## src/rtl/fifo_wr_arbiter_pkg.sv

```systemverilog
// rtl/fifo_wr_arbiter_pkg.sv - shared types for the FIFO write-side arbiter
package fifo_wr_arbiter_pkg;

   localparam int DATA_W = 8;

   typedef logic [DATA_W-1:0] data_ty;

   typedef enum logic {
      IDLE = 1'b0,
      LOCK = 1'b1
   } arb_state_e;

endpackage

```

## src/rtl/fifo_wr_arbiter_rr_picker.sv

```systemverilog
// rtl/fifo_wr_arbiter_rr_picker.sv - round-robin index picker starting at a pointer
module rr_picker
   import fifo_wr_arbiter_pkg::*;
#(
   parameter int  N_REQ = 4,
   localparam int IDX_W = $clog2(N_REQ)
) (
   input  logic [N_REQ-1:0] req_i,
   input  logic [IDX_W-1:0] ptr_i,
   output logic             found_o,
   output logic [IDX_W-1:0] idx_o
);

   // scan from ptr_i upward with wrap; the first requesting index wins
   always_comb begin
      logic [IDX_W-1:0] j;
      found_o = 1'b0;
      idx_o   = '0;
      j       = ptr_i;
      for (int i = 0; i < N_REQ; i++) begin
         if (!found_o && req_i[j]) begin
            found_o = 1'b1;
            idx_o   = j;
         end
         j = (j == IDX_W'(N_REQ - 1)) ? '0 : j + 1'b1;
      end
   end

endmodule

```

## src/rtl/fifo_wr_arbiter.sv

```systemverilog
// rtl/fifo_wr_arbiter.sv - round-robin packet arbiter for the FIFO write port
module fifo_wr_arbiter
   import fifo_wr_arbiter_pkg::*;
#(
   parameter int  N_REQ     = 4,
   parameter int  MAX_BEATS = 16,
   localparam int IDX_W     = $clog2(N_REQ),
   localparam int CNT_W     = $clog2(MAX_BEATS + 1)
) (
   input  logic               wrclk,
   input  logic               wr_rst,
   input  logic [N_REQ-1:0]   req_valid,
   input  data_ty [N_REQ-1:0] req_data,
   input  logic [N_REQ-1:0]   req_last,
   output logic [N_REQ-1:0]   req_ready,
   input  logic               full,
   output logic               push,
   output data_ty             data_in,
   output logic               grant_valid,
   output logic [IDX_W-1:0]   grant_idx,
   output logic               len_err
);

   arb_state_e       state_q, state_d;
   logic [IDX_W-1:0] owner_q, owner_d;
   logic [IDX_W-1:0] ptr_q, ptr_d;     // first index scanned at the next arbitration
   logic [CNT_W-1:0] cnt_q, cnt_d;     // beats accepted in the current grant
   logic             len_err_q, len_err_d;

   logic             pick_found;
   logic [IDX_W-1:0] pick_idx;
   logic             release_now;

   rr_picker #(
      .N_REQ (N_REQ)
   ) u_picker (
      .req_i   (req_valid),
      .ptr_i   (ptr_q),
      .found_o (pick_found),
      .idx_o   (pick_idx)
   );

   // next-state, beat counting and the combinational push/ready path
   always_comb begin
      state_d     = state_q;
      owner_d     = owner_q;
      ptr_d       = ptr_q;
      cnt_d       = cnt_q;
      len_err_d   = 1'b0;
      req_ready   = '0;
      push        = 1'b0;
      release_now = 1'b0;

      case (state_q)
         IDLE: begin
            if (pick_found) begin
               state_d = LOCK;
               owner_d = pick_idx;
            end
         end
         LOCK: begin
            // ready is gated by reset too, so a requester never sees a beat
            // taken in the cycle the packet is being abandoned
            req_ready[owner_q] = !full && !wr_rst;
            push               = req_valid[owner_q] && !full && !wr_rst;
            if (push) begin
               release_now = req_last[owner_q] ||
                             (cnt_q + 1'b1 == CNT_W'(MAX_BEATS));
               if (release_now) begin
                  state_d   = IDLE;
                  cnt_d     = '0;
                  ptr_d     = (owner_q == IDX_W'(N_REQ - 1)) ? '0 : owner_q + 1'b1;
                  len_err_d = !req_last[owner_q];
               end else begin
                  cnt_d = cnt_q + 1'b1;
               end
            end
         end
         default: state_d = IDLE;
      endcase
   end

   // state registers with synchronous active-high reset
   always_ff @(posedge wrclk) begin
      if (wr_rst) begin
         state_q   <= IDLE;
         owner_q   <= '0;
         ptr_q     <= '0;
         cnt_q     <= '0;
         len_err_q <= 1'b0;
      end else begin
         state_q   <= state_d;
         owner_q   <= owner_d;
         ptr_q     <= ptr_d;
         cnt_q     <= cnt_d;
         len_err_q <= len_err_d;
      end
   end

   assign data_in     = req_data[owner_q];
   assign grant_valid = (state_q == LOCK);
   assign grant_idx   = owner_q;
   assign len_err     = len_err_q;

endmodule
```

## config.mk

```make
export PLATFORM = sky130hd
export DESIGN_NAME = fifo_wr_arbiter
export DESIGN_NICKNAME = d
export VERILOG_FILES = /design/src/rtl/fifo_wr_arbiter_pkg.sv /design/src/rtl/fifo_wr_arbiter_rr_picker.sv /design/src/rtl/fifo_wr_arbiter.sv
export SDC_FILE = /design/constraint.sdc
export NUM_CORES = 1
export LEC_CHECK = 0
export BUFFER_PORTS_ARGS = -buffer_cell sky130_fd_sc_hd__buf_2
export CAP_MARGIN = 20
export CORE_ASPECT_RATIO = 1.1
export CORE_MARGIN = 1.5
export CORE_UTILIZATION = 49
export CTS_BUF_LIST = sky130_fd_sc_hd__clkbuf_8
export CTS_CLUSTER_SIZE = 25
export DETAILED_ROUTE_END_ITERATION = 8
export GPL_ROUTABILITY_DRIVEN = 1
export PLACE_DENSITY = 0.85
export SETUP_SLACK_MARGIN = 0.4
export SYNTH_ARGS = -nofsm -noshare
export SYNTH_HDL_FRONTEND = slang
export SYNTH_HIERARCHICAL = 1
export SYNTH_SLANG_ARGS = --single-unit
```

## constraint.sdc

```tcl
create_clock -name wrclk -period 3.3 [get_ports wrclk]
set_clock_uncertainty 0.2 [all_clocks]
set_input_delay 0.165 -clock wrclk [delete_from_list [all_inputs] [get_ports wrclk]]
set_output_delay 0.165 -clock wrclk [all_outputs]
set_load 0.05 [all_outputs]
```

# Word level (Yosys, flattened, before mapping)
# Cells that the tools add are included.
[op_classes] eq_ne=5 magnitude_cmp=6 n_mux=35 add_sub_neg=5 bitwise=4 reduce_logical=18
[op_table] operator="8-bit binary-select mux with 2-bit select" count=1
[op_table] operator="2-bit two-way mux" count=8
[op_table] operator="2-bit by 3-bit < comparator with 1-bit output (second input constant)" count=5
[op_table] operator="1-bit two-way mux" count=15
[op_table] operator="1-bit binary-select mux with 2-bit select" count=6
[op_table] operator="2-bit by 1-bit adder with 2-bit output (second input constant)" count=4
[op_table] operator="2-bit == test (second input constant)" count=4
[op_table] operator="8-bit two-way mux" count=1
[op_table] operator="1-bit logical AND" count=7
[op_table] operator="1-bit logical NOT" count=6
[op_table] operator="5-bit by 1-bit adder with 5-bit output (second input constant)" count=1
[op_table] operator="5-bit == test (second input constant)" count=1
[op_table] operator="5-bit two-way mux" count=1
[op_table] operator="4-bit AND" count=1
[op_table] operator="4-bit two-way mux" count=1
[op_table] operator="2-bit AND reduction" count=2
[op_table] operator="4-bit OR reduction" count=1
[op_table] operator="1-bit inverter" count=3
[op_table] operator="3-bit AND reduction" count=1
[op_table] operator="1-bit demux with 2-bit select" count=1
[op_table] operator="2-bit by 1-bit greater-or-equal comparator with 1-bit output (second input constant)" count=1
[op_table] operator="1-bit one-hot mux with 2 select lines" count=1
[op_table] operator="1-bit logical OR" count=1
[totals] out_inout_bits=17 input_bits=43 regBits=11 word_cells=78

# Depth between registers and ports, before layout
# Gate-level depths: netlist (run 1).
[depth] word_depth=14 ltp_mapped=10 ltp_nobuf=9

# Modules after synthesis
# The synthesis (run 1) kept the hierarchy.
[modules_own_cells] module="fifo_wr_arbiter" area_each_um2=789.5 instances=1 seq_area_each_um2=220.2 cells_each=73
[modules_own_cells] module="rr_picker" area_each_um2=285.3 instances=1 seq_area_each_um2=0.0 cells_each=41

# Worst setup path after synthesis (run 1)
# No wires, ideal clock.
[synth_timing] path_kind="reg2reg" startpoint="register owner_q[0], in the netlist grant_idx[0]" endpoint="register cnt_q[4]" stages_incl_launch_ff=7 arrival_time_ns=1.911 synth_period_minus_slack_ns=2.240 setup_time_ns=0.129 n_path_buf=0 t_required_ns=2.971 path_slack_ns=1.060 path_cell_list="dfxtp_1 -> mux4_2 -> nand2_2 -> inv_2 -> nand4_1 -> xor2_1 -> nor2_1"
[synth_between] elab_chain_len=5 word_cells_on_any_way=9 classes_between="mux (5); reduce/logical (4)"
[synth_rtl] item="from (decl)" line_no="fifo_wr_arbiter.sv:25" source="logic [IDX_W-1:0] owner_q, owner_d;"
[synth_rtl] item="from (signal assigned)" line_no="fifo_wr_arbiter.sv:93" source="owner_q <= owner_d;"
[synth_rtl] item="1-bit binary-select mux with 2-bit select" line_no="fifo_wr_arbiter.sv:65" source="push = req_valid[owner_q] && !full && !wr_rst;"
[synth_rtl] item="1-bit two-way mux (implied by the code)" line_no="fifo_wr_arbiter.sv:65"
[synth_rtl] item="1-bit logical AND (2 in a row)" line_no="fifo_wr_arbiter.sv:65"
[synth_rtl] item="2-bit AND reduction (no source line)"
[synth_rtl] item="to (signal assigned)" line_no="fifo_wr_arbiter.sv:95" source="cnt_q <= cnt_d;"
[synth_rtl] item="to (decl)" line_no="fifo_wr_arbiter.sv:27" source="logic [CNT_W-1:0] cnt_q, cnt_d;"
# Several ways; a longest one is shown, not always the timed one. The select of a mux whose other input is x is not followed.
# A chain may end at the register's enable or synchronous reset.

# Worst setup path in the final report (run 1)
[layout_timing] startpoint="register ptr_q[0]" endpoint="register owner_q[1], in the netlist grant_idx[1]"
[layout_between] elab_chain_len=13 word_cells_on_any_way=32 classes_between="add/sub (3); eq/ne (3); mux (19); reduce/logical (7)"
[layout_rtl] item="from (decl)" line_no="fifo_wr_arbiter.sv:26" source="logic [IDX_W-1:0] ptr_q, ptr_d;"
[layout_rtl] item="from (signal assigned)" line_no="fifo_wr_arbiter.sv:94" source="ptr_q <= ptr_d;"
[layout_rtl] item="branches (longest 11 deep; another with 2-bit by 1-bit adder with 2-bit output)"
[layout_rtl] item="1-bit two-way mux (*)" line_no="fifo_wr_arbiter_rr_picker.sv:21" source="if (!found_o && req_i[j]) begin"
[layout_rtl] item="named net pick_found" line_no="fifo_wr_arbiter.sv:30" source="logic pick_found;"
[layout_rtl] item="2-bit AND reduction (no source line) (*)"
# Mark *: on every way through the listed nets, which the timed path passes. The select of a mux whose other input is x is not followed.

==> results of run 1 <==
==> power breakdown <==
group	switching (mW)	internal (mW)
logic	0.107	0.0737
registers	0.0112	0.137
clock network	0.0515	0.0818
==> flip-flops by register name (all words and copies together) (netlist names) <==
signal	cells
grant_valid	1
len_err	1
grant_idx	2
ptr_q	2
cnt_q	5
==> worst max path at each step <==
| stage | from | end | slack, ps |
|---|---|---|---|
| after floorplan | grant_idx[0]$_SDFFE_PP0P_ | cnt_q[4]$_SDFFE_PP0P_ | 1060 |
| after global placement | ptr_q[0]$_SDFFE_PP0P_ | grant_idx[1]$_SDFFE_PP0P_ | 830 |
| after detailed placement | ptr_q[0]$_SDFFE_PP0P_ | grant_idx[1]$_SDFFE_PP0P_ | 650 |
| after CTS | ptr_q[0]$_SDFFE_PP0P_ | grant_idx[1]$_SDFFE_PP0P_ | 620 |
| after global routing | ptr_q[0]$_SDFFE_PP0P_ | grant_idx[1]$_SDFFE_PP0P_ | 480 |
| final | ptr_q[0]$_SDFFE_PP0P_ | grant_idx[1]$_SDFFE_PP0P_ | 610 |
==> cells in the final DEF, fill, tap and decap left out, types with 2 or more instances in the layout <==
cell	synthesis	final
buf_2	3	59
inv_1	5	6
xor2_1	3	3
clkbuf_8	0	3
o21ai_0	7	7
a21oi_1	4	4
ha_1	6	5
dfxtp_1	11	11
mux2i_1	3	3
nand2_1	8	8
nor2b_1	3	3
a221o_1	2	2
buf_4	1	2
and2_1	5	5
mux4_2	10	10
nor2_1	12	12
==> critical path, delay by kind of cell, from the launching register on <==
| kind | cells | cell delay [ps] |
|---|---|---|
| mux | 2 | 390 |
| simple gates | 4 | 550 |
| compound gates | 2 | 460 |
| flops | 1 | 610 |
| fa+ha+maj | 1 | 420 |
==> repair_timing <==
action | in CTS | in global routing
hold endpoints to repair | 2 | 0
hold buffers | 1 | 0
gates resized for setup | 0 | 1
setup endpoints to repair | 0 | 1
setup buffers | 0 | 0
==> layer usage <==
layer | up-vias | share of wire | wire length (um) | global-route usage
met1 | 555 | 0.39 | 1210 | 0.288
met4 | 0 | 0.0057 | 18 | 0.0766
met5 | - | 0 | 0 | 0
met3 | 4 | 0.091 | 287 | 0.0486
li1 | 552 | - | - | -
met2 | 73 | 0.52 | 1620 | 0.500
==> layout make-up <==
type,instances,share of cell area
Inverter,6,0.0156
Clock buffer,3,0.0287
Timing Repair Buffer,62,0.222
Tap cell,28,0.0243
Clock inverter,1,0.00261
Multi-Input combinational cell,91,0.553
Sequential cell,11,0.153
==> stage by stage <==
| stage | utilization | power (mW) |
|---|---|---|
| final | 0.705 | 0.463 |
| after global routing | 0.705 | 0.488 |
| after CTS | 0.704 | 0.463 |
| after detailed placement | 0.677 | 0.329 |
| after global placement | 0.677 | 0.325 |
| after floorplan | - | 0.277 |
==> logic make-up (layout without fill, tap and decap cells) <==
logic type / after synthesis / count (layout)
buf+inv: 12 / 72
fa+ha+maj: 6 / 6
xor+xnor: 4 / 4
simple gates: 38 / 38
compound gates: 28 / 28
mux: 15 / 15
flops: 11 / 11
==> Yosys cell counts (2+ instances only) <==
master / count / share of area
a21oi_1: 4 / 0.019
nor2b_1: 3 / 0.017
and2_1: 5 / 0.029
a221o_1: 2 / 0.019
mux2i_1: 3 / 0.028
buf_2: 3 / 0.014
inv_1: 5 / 0.017
o21ai_0: 7 / 0.033
nor2_1: 12 / 0.042
dfxtp_1: 11 / 0.20
nand2_1: 8 / 0.028
mux4_2: 10 / 0.21
xor2_1: 3 / 0.024
ha_1: 6 / 0.070
==> results.md, run 1 <==
* Fill cells at 168
* Post-Place Cell Area at 1380 um^2
* Area of the multi-input gates at 797 um^2
* Mux contribution to synthesized area at 0.262
* Final setup margin at 610 ps
* DRC errors left at 0
* # Max-Cap Violations at 0
* Final wirelength at 3.14 mm
* Flop2flop setup slack at between 600 and 700 ps
* Vias/cell at between 5 and 6
* Hold WC Path Type: input pin to register
* Most used DFF post-synth: dfxtp_1
* CTS tree: done
* Synth Area in Compound Gates at 0.191
* Mean Syn Cell Area at 9.43 um^2
* Min-delay src: req_last[2]
* Adder-cell share of the synthesized area at 0.0698
* WL/cell at 15.5 um
* Total number of vias at 1184
* Final min period at around 2700 ps
* Initial Utilization at 0.526
* H-Tree Depth at 1
* DIE HEIGHT at 52.1 um
* Post-route cell area at 1440 um^2
* Share of layout cells above drive strength 1 at 0.471
* Drt initial violations at 48
* Status: finished, final reports clean
* Setup CP Type: register to register
* Routability congestion estimate at 0.914
* RSZ-0062 raised after global routing: false
* Final global-route overflow total at 0
* Pwr/cell area at 321 nW/um^2
* Top Ports at 60
* Clock transition at path regs at approximately 50 ps
* Die ar. at ~2500 um^2
* Max VDD drop at 0.000354 V
* Main combinational cell family by area after synthesis: multiplexers
* CTS Buf Count at 3
* Number of flops mapped to enable cells by yosys at 0
* CTS sink cnt at 11
* CP Max Fanout at 15
* Core area at 2040 um^2
* Post-DRT Antenna Nets at 0
* Post-route setup TNS at 0 ps
* Pin count of the biggest net entering global routing at 16
* Critical-path cell list: ha_2 -> mux2i_1 -> mux2i_1 -> o32ai_1 -> nand2_1 -> nor2b_1 -> nor2_1 -> a21oi_1 -> nor2_1
* Yosys reg bits at 11
* Initial DRT Pass Iterations at 4
* Inserted Diodes at 0
* Worst-Margin Slew at approximately 550 ps
* First-pass GRT wire length at 4.73 mm
* Max Slew Vio Count at 0
* Leakage at 0.633 nW
* All-Layer GR Usage at 0.266
* Required time of the critical path at about 3300 ps
* Initial antenna violation count at 0
* Rel. slew slack at 0.630
* Worst R2R Path Depth at 9
* FF-to-FF End: grant_idx[1]$_SDFFE_PP0P_
* Post-Syn Nets at 163
* Synth-to-Final Area Change at 34.0%
* # port buffers at slightly below 60
* Post-layout net count at 224
* Mapped Cells at 114
* Mapped Area at between 1000 and 1500 um^2
* Post-synthesis sequential area ratio at 0.205
* Register area at 220 um^2
* Setup WS pre-CTS at 648 ps
* CP max-delay cell: dfxtp_1
* CP max stage delay at 610 ps
* Critical path arrival at 2660 ps
* Fin crit share at 0.815
* Worst-Skew Late Latency at 240 ps
* Yosys cell types at 46
* Startpoint Class: register
* Hold Path Depth at 3
* Row cnt at 17
* Die X at 47.7 um
* Root Driver: clkbuf_8
* CTS max path bufs at 2
* Vias in the first global route at 1175
* Synth Warn # at 6
* Hold_ws at approximately 200 ps
* Fmax at 372 MHz
* CP endpoint kind: register
* Placed Instances at 197
* RR Startpoint: ptr_q[0]$_SDFFE_PP0P_
* Dpl hpwl at between 2 and 2.5 mm
* Final std cells w/o fill at 202
* Post-Synth XOR/XNOR Area at 0.0326
* Hold Vio Cnt, Final at 0
* Worst Hold End: len_err$_SDFF_PP0_
* Post-synth ARST share at 0
* Final setup violation count at 0
* Simple-gate share of the synthesized area at 0.184
Power figures use the tool's default switching activity.
==> inputs of run 2 (changes only) <==
- CORE_UTILIZATION: 49 -> 41
- PLACE_DENSITY: 0.85 -> 0.76
- clock period: 3.3 -> 2.2 ns (I/O delays scaled with it)
==> run 2 against run 1 <==
- sequential share of layout area fell by 2.0 points
- non-clock buffer count is 11 higher
- global-route usage down 2.4 points
- combinational power rose by 110%
- via count increased by 4.1%
- design area up 24%
- sequential power rose by 48%
- critical path type unchanged
- largest cell class unchanged
==> results.md, run 2 (synthesized netlist as in run 1, its figures left out) <==
* Status: finished, final reports clean (unchanged)
* # Max-Cap Violations at 0 (unchanged)
* DIE HEIGHT at 56.7 um (was 52.1 um)
* Die ar. at 2940 um^2 (was 2480 um^2)
* GR Util met2 at 0.414 (was 0.500)
* CP endpoint kind: register (unchanged)
* # port buffers at 59 (unchanged)
* Critical-path cell list: ha_4 -> or4b_4 -> o31a_1 -> o2bb2ai_1 -> nand2_1 -> nor2b_4 -> nor2_2 -> a21oi_2 -> nor2_1 (was ha_2 -> mux2i_1 -> mux2i_1 -> o32ai_1 -> nand2_1 -> nor2b_1 -> nor2_1 -> a21oi_1 -> nor2_1)
* Final Util at 0.713 (was 0.705)
* Largest register by flop count: cnt_q (unchanged)
* Final setup violation count at 0 (unchanged)
* Worst-Margin Slew at 442 ps (was 555 ps)
* Startpoint Class: register (unchanged)
* Die X at 51.8 um (was 47.7 um)
* Final std cells w/o fill at 216 (was 202)
* First-pass GRT wire length at 5.34 mm (was 4.73 mm)
* Total number of vias at 1233 (was 1184)
* Initial DRT Pass Iterations at 4 (unchanged)
* CP Max Fanout at 6 (was 15)
* Share of layout cells above drive strength 1 at 0.589 (was 0.471)
* Max reg flops at 5 (unchanged)
* Vias in the first global route at 1148 (was 1175)
* Final wirelength at 3.57 mm (was 3.14 mm)
* Leakage at 0.774 nW (was 0.633 nW)
* WL/cell at 16.5 um (was 15.5 um)
* Drt initial violations at 53 (was 48)
* RSZ-0062 raised after global routing: true (was false)
* Hold Vio Cnt, Final at 0 (unchanged)
* Rel. slew slack at 0.704 (was 0.630)
* H-Tree Depth at 1 (unchanged)
* Worst-Skew Late Latency at 240 ps (about the same)
* Synth-to-Final Area Change at 65.5% (was 34.0%)
* Row cnt at 19 (was 17)
* Critical path arrival at 2110 ps (was 2660 ps)
* Routability congestion estimate at 0.781 (was 0.914)
* CTS max path bufs at 2 (unchanged)
* Inserted Diodes at 0 (unchanged)
* Dpl hpwl at 2.45 mm (was 2.40 mm)
* Top Ports at 60 (unchanged)
* Met1 Usage GRT at 0.296 (was 0.288)
* Vias/cell at 5.71 (was 5.86)
* Initial Utilization at 0.431 (was 0.526)
* Commonest non-fill, non-tap cell in the layout: buf_2 (unchanged)
* Initial antenna violation count at 0 (unchanged)
* CP max stage delay at 470 ps (was 610 ps)
* Clock transition at path regs at 50 ps (about the same)
* Root Driver: clkbuf_8 (unchanged)
* Required time of the critical path at 2170 ps (was 3270 ps)
* Hold WC Path Type: input pin to register (unchanged)
* CTS tree: done (unchanged)
* Post-layout net count at 235 (was 224)
* All-Layer GR Usage at 0.242 (was 0.266)
* Most Crowded Layer GR: met2 (unchanged)
* Commonest non-fill, non-tap cells in the layout: buf_2, mux4_2, nor2_1, buf_8 (was buf_2, nor2_1, dfxtp_1)
* CP max-delay cell: or4b_4 (was dfxtp_1)
* Final global-route overflow total at 0 (unchanged)
* CTS sink cnt at 11 (unchanged)
* Max VDD drop at 0.000415 V (was 0.000354 V)
* Post-DRT Antenna Nets at 0 (unchanged)
* M3 GR Usage at 0.0346 (was 0.0486)
* Fill cells at 193 (was 168)
* Final min period at 2140 ps (was 2690 ps)
* Fin crit share at 0.971 (was 0.815)
* Pwr/cell area at 445 nW/um^2 (was 321 nW/um^2)
* Placed Instances at 200 (was 197)
* Pin count of the biggest net entering global routing at 15 (was 16)
* Fmax at 468 MHz (was 372 MHz)
* CTS Buf Count at 3 (unchanged)
* Setup CP Type: register to register (unchanged)
* Core area at 2500 um^2 (was 2040 um^2)
* Max Slew Vio Count at 0 (unchanged)
* DRC errors left at 0 (unchanged)
* Hold_ws at 54.4 ps (was 200 ps)
run 2: changes by cell type in the layout (fill, tap and decap cells not counted), sizes merged:
cell,before,now
buf,61,72
run 2: path summary, 6_finish.rpt:
kind | from | endpoint | slack, ps | cells after the start
hold reg to reg | cnt_q[1]$_SDFFE_PP0P_ | cnt_q[1]$_SDFFE_PP0P_ | 320 | 2
setup / recovery | ptr_q[1]$_SDFFE_PP0P_ | grant_idx[0]$_SDFFE_PP0P_ | 60 | 9
hold / removal | wr_rst | ptr_q[0]$_SDFFE_PP0P_ | 50 | 4
setup reg to reg | ptr_q[1]$_SDFFE_PP0P_ | grant_idx[0]$_SDFFE_PP0P_ | 60 | 9
run 2: routing by layer:
layer | wire length [um] | vias to the layer above
met5 | 0 | -
met2 | 1970 | 59
met3 | 191 | 10
met4 | 84 | 0
li1 | - | 576
met1 | 1330 | 588
run 2: stage by stage:
stage	setup WS (ps)	instance area [um^2]	TNS (ps)	total power [mW]
after global placement	109	1450	0	0.497
final	62.8	1780	0	0.791
after global routing	-29.6	1780	-58.8	0.820
after floorplan	198	1140	0	0.424
after detailed placement	74.8	1450	0	0.505
after CTS	101	1680	0	0.756
run 2: layout make-up:
cell class / count / area, um^2 / area share
Clock buffer: 3 / 41.3 / 0.0232
Clock inverter: 1 / 3.75 / 0.00211
Inverter: 6 / 30.0 / 0.0169
Multi-Input combinational cell: 91 / 880 / 0.494
Sequential cell: 11 / 236 / 0.133
Tap cell: 31 / 38.8 / 0.0218
Timing Repair Buffer: 73 / 549 / 0.309
run 2: what timing repair did:
action,4_1_cts,5_1_grt
setup endpoints to repair,14,23
buffers inserted,9,1
pin swaps,3,3
endpoints found under the hold margin,2,2
gates resized for setup,26,22
gates cloned,1,0
run 2: report_power, final:
group	leakage [nW]	switching (mW)	total, mW	internal, mW
combinational	0.655	0.192	0.372	0.179
sequential	0.0924	0.0148	0.219	0.204
clock	0.0269	0.0780	0.201	0.123
total	0.774	0.285	0.791	0.506
run 2: worst max-delay path: cells and delay by family (launching register included):
family | cells | cell delay (ps)
compound gates | 3 | 290
fa+ha+maj | 1 | 310
flops | 1 | 340
simple gates | 5 | 910
==> inputs of run 3 (changes only) <==
- CELL_PAD_IN_SITES_DETAIL_PLACEMENT: not set -> 1
- CELL_PAD_IN_SITES_GLOBAL_PLACEMENT: not set -> 1
- CORE_UTILIZATION: 41 -> 29
- SLEW_MARGIN: not set -> 30
- clock period: 2.2 -> 1.9 ns (I/O delays scaled with it)
==> run 3 against run 2 <==
- the run now ends with setup timing left
- maximum frequency shrank 1.8%
- hold slack got worse by 44 ps
- non-clock buffer count increased by 11
==> results.md, run 3 (synthesized netlist as in run 1, its figures left out) <==
* Status: complete, but fails checks (was finished, final reports clean)
* Failing checks: setup timing
* CTS tree: done (unchanged)
* Max Slew Vio Count at 0 (unchanged)
* Vias/cell at 5.30 (was 5.71)
* DIE HEIGHT at 66.9 um (was 56.7 um)
* Switch Pwr at 0.363 mW (was 0.285 mW)
* Post-layout net count at 246 (was 235)
* Fill cells at 420 (was 193)
* Die ar. at 4080 um^2 (was 2940 um^2)
* Initial Utilization at 0.299 (was 0.431)
* Max VDD drop at 0.000388 V (was 0.000415 V)
* H-Tree Depth at 1 (unchanged)
* Clock share of power at 0.251 (was 0.254)
* Commonest non-fill, non-tap cell in the layout: buf_2 (unchanged)
* Root Driver: clkbuf_8 (unchanged)
* Power Total at 0.975 mW (was 0.791 mW)
* Vias in the first global route at 1174 (was 1148)
* Inserted Diodes at 0 (unchanged)
* Post-DRT Antenna Nets at 0 (unchanged)
* Final setup violation count at 3 (was 0)
* CP Max Fanout at 6 (unchanged)
* Setup CP Type: register to register (unchanged)
* Pwr/cell area at 505 nW/um^2 (was 445 nW/um^2)
* Fmax at 459 MHz (was 468 MHz)
* Routability congestion estimate at 0.774 (was 0.781)
* Hold Vio Cnt, Final at 0 (unchanged)
* Hold WC Path Type: input pin to register (unchanged)
* Startpoint Class: register (unchanged)
* First-pass GRT wire length at 5.89 mm (was 5.34 mm)
* Final wirelength at 4.89 mm (was 3.57 mm)
* Final global-route overflow total at 0 (unchanged)
* Synth-to-Final Area Change at 79.7% (was 65.5%)
* Flop2flop setup slack at -280 ps (was 60 ps)
* Required time of the critical path at 1840 ps (was 2170 ps)
* Switching Share at 0.373 (was 0.360)
* Top Ports at 60 (unchanged)
* Hold_ws at 10.1 ps (was 54.4 ps)
* Comb power frac at 0.492 (was 0.470)
* CTS sink cnt at 11 (unchanged)
* All-Layer GR Usage at 0.200 (was 0.242)
* DRC errors left at 0 (unchanged)
* WL/cell at 19.9 um (was 16.5 um)
* Sequential power share at 0.257 (was 0.277)
* Pin count of the biggest net entering global routing at 15 (unchanged)
* Worst-Margin Slew at 404 ps (was 442 ps)
* # Max-Cap Violations at 0 (unchanged)
* CP endpoint kind: register (unchanged)
* Final setup margin at -277 ps (was 62.8 ps)
* Commonest non-fill, non-tap cells in the layout: buf_2, buf_4, mux4_2, buf_8 (was buf_2, mux4_2, nor2_1, buf_8)
* Core area at 3600 um^2 (was 2500 um^2)
* RSZ-0062 raised after global routing: true (unchanged)
* Final Util at 0.537 (was 0.713)
* Placed Instances at 231 (was 200)
* Area of the multi-input gates at 930 um^2 (was 880 um^2)
* CTS max path bufs at 2 (unchanged)
* Rel. slew slack at 0.728 (was 0.704)
* Leakage at 0.831 nW (was 0.774 nW)
* Drt initial violations at 101 (was 53)
* Register area at 234 um^2 (was 236 um^2)
* Fin crit share at 1.15 (was 0.971)
* # port buffers at 59 (unchanged)
* Final min period at 2180 ps (was 2140 ps)
* Share of layout cells above drive strength 1 at 0.694 (was 0.589)
* Worst-Skew Late Latency at 250 ps (was 240 ps)
* Final std cells w/o fill at 246 (was 216)
* Total number of vias at 1304 (was 1233)
* CTS Buf Count at 3 (unchanged)
* Largest register by flop count: cnt_q (unchanged)
* Max reg flops at 5 (unchanged)
* Setup WS pre-CTS at -253 ps (was 74.8 ps)
* Clock transition at path regs at 50 ps (about the same)
* Dpl hpwl at 3.09 mm (was 2.45 mm)
* Initial antenna violation count at 0 (unchanged)
* Critical path arrival at 2110 ps (about the same)
* Row cnt at 23 (was 19)
* Die X at 61.0 um (was 51.8 um)
* Initial DRT Pass Iterations at 5 (was 4)
* Internal power at 0.612 mW (was 0.506 mW)
-- run 3: layout make-up --
class	instances	area share
multi-input combinational	91	0.481
timing repair buffer	84	0.326
sequential	11	0.121
tap	50	0.0324
clock buffer	3	0.0214
inverter	6	0.0155
clock inverter	1	0.00194
-- run 3: final timing paths --
check / to / cells past startpoint / from
worst max-delay path: grant_idx[1]$_SDFFE_PP0P_ / 9 / ptr_q[0]$_SDFFE_PP0P_
worst min-delay path: ptr_q[0]$_SDFFE_PP0P_ / 4 / wr_rst
worst max register to register: grant_idx[1]$_SDFFE_PP0P_ / 9 / ptr_q[0]$_SDFFE_PP0P_
worst min register to register: cnt_q[1]$_SDFFE_PP0P_ / 2 / cnt_q[1]$_SDFFE_PP0P_
-- run 3: repair_timing --
item | 4_1_cts | 5_1_grt
gates resized for setup | 44 | 11
setup buffers | 5 | 4
cloned | 0 | 1
endpoints found under the setup margin | 24 | 24
pin swaps | 8 | 8
endpoints found under the hold margin | 2 | 2
-- run 3: per-layer routing --
layer | global-route usage | routed length, um | part of all wire
met1 | 0.239 | 1790 | 0.37
met2 | 0.338 | 2790 | 0.57
met3 | 0.0369 | 137 | 0.028
met4 | 0.0924 | 176 | 0.036
met5 | 0 | 0 | 0
-- run 3: worst max-delay path, cell delays in order (launching register included) --
cell and delay, ps:
dfxtp_4 350, ha_4 320, buf_4 140, nand2_1 70
o211ai_1 130, o32ai_2 140, buf_4 170, a221o_1 320
a21oi_1 170, nor2_1 60
-- run 3: power by group through the flow --
stage,logic [mW],clock network [mW],registers [mW]
detailed placement,0.363,0,0.253
finish,0.479,0.245,0.250
floorplan,0.232,0,0.269
global route,0.503,0.262,0.251
global placement,0.351,0,0.252
CTS,0.438,0.250,0.249
-- run 3: metrics by stage --
| step | instance area (um^2) | TNS, ps |
|---|---|---|
| after detailed placement | 1590 | -694 |
| after global placement | 1590 | -313 |
| after CTS | 1820 | -566 |
| after floorplan | 1180 | -248 |
| final | 1930 | -637 |
| after global routing | 1930 | -847 |
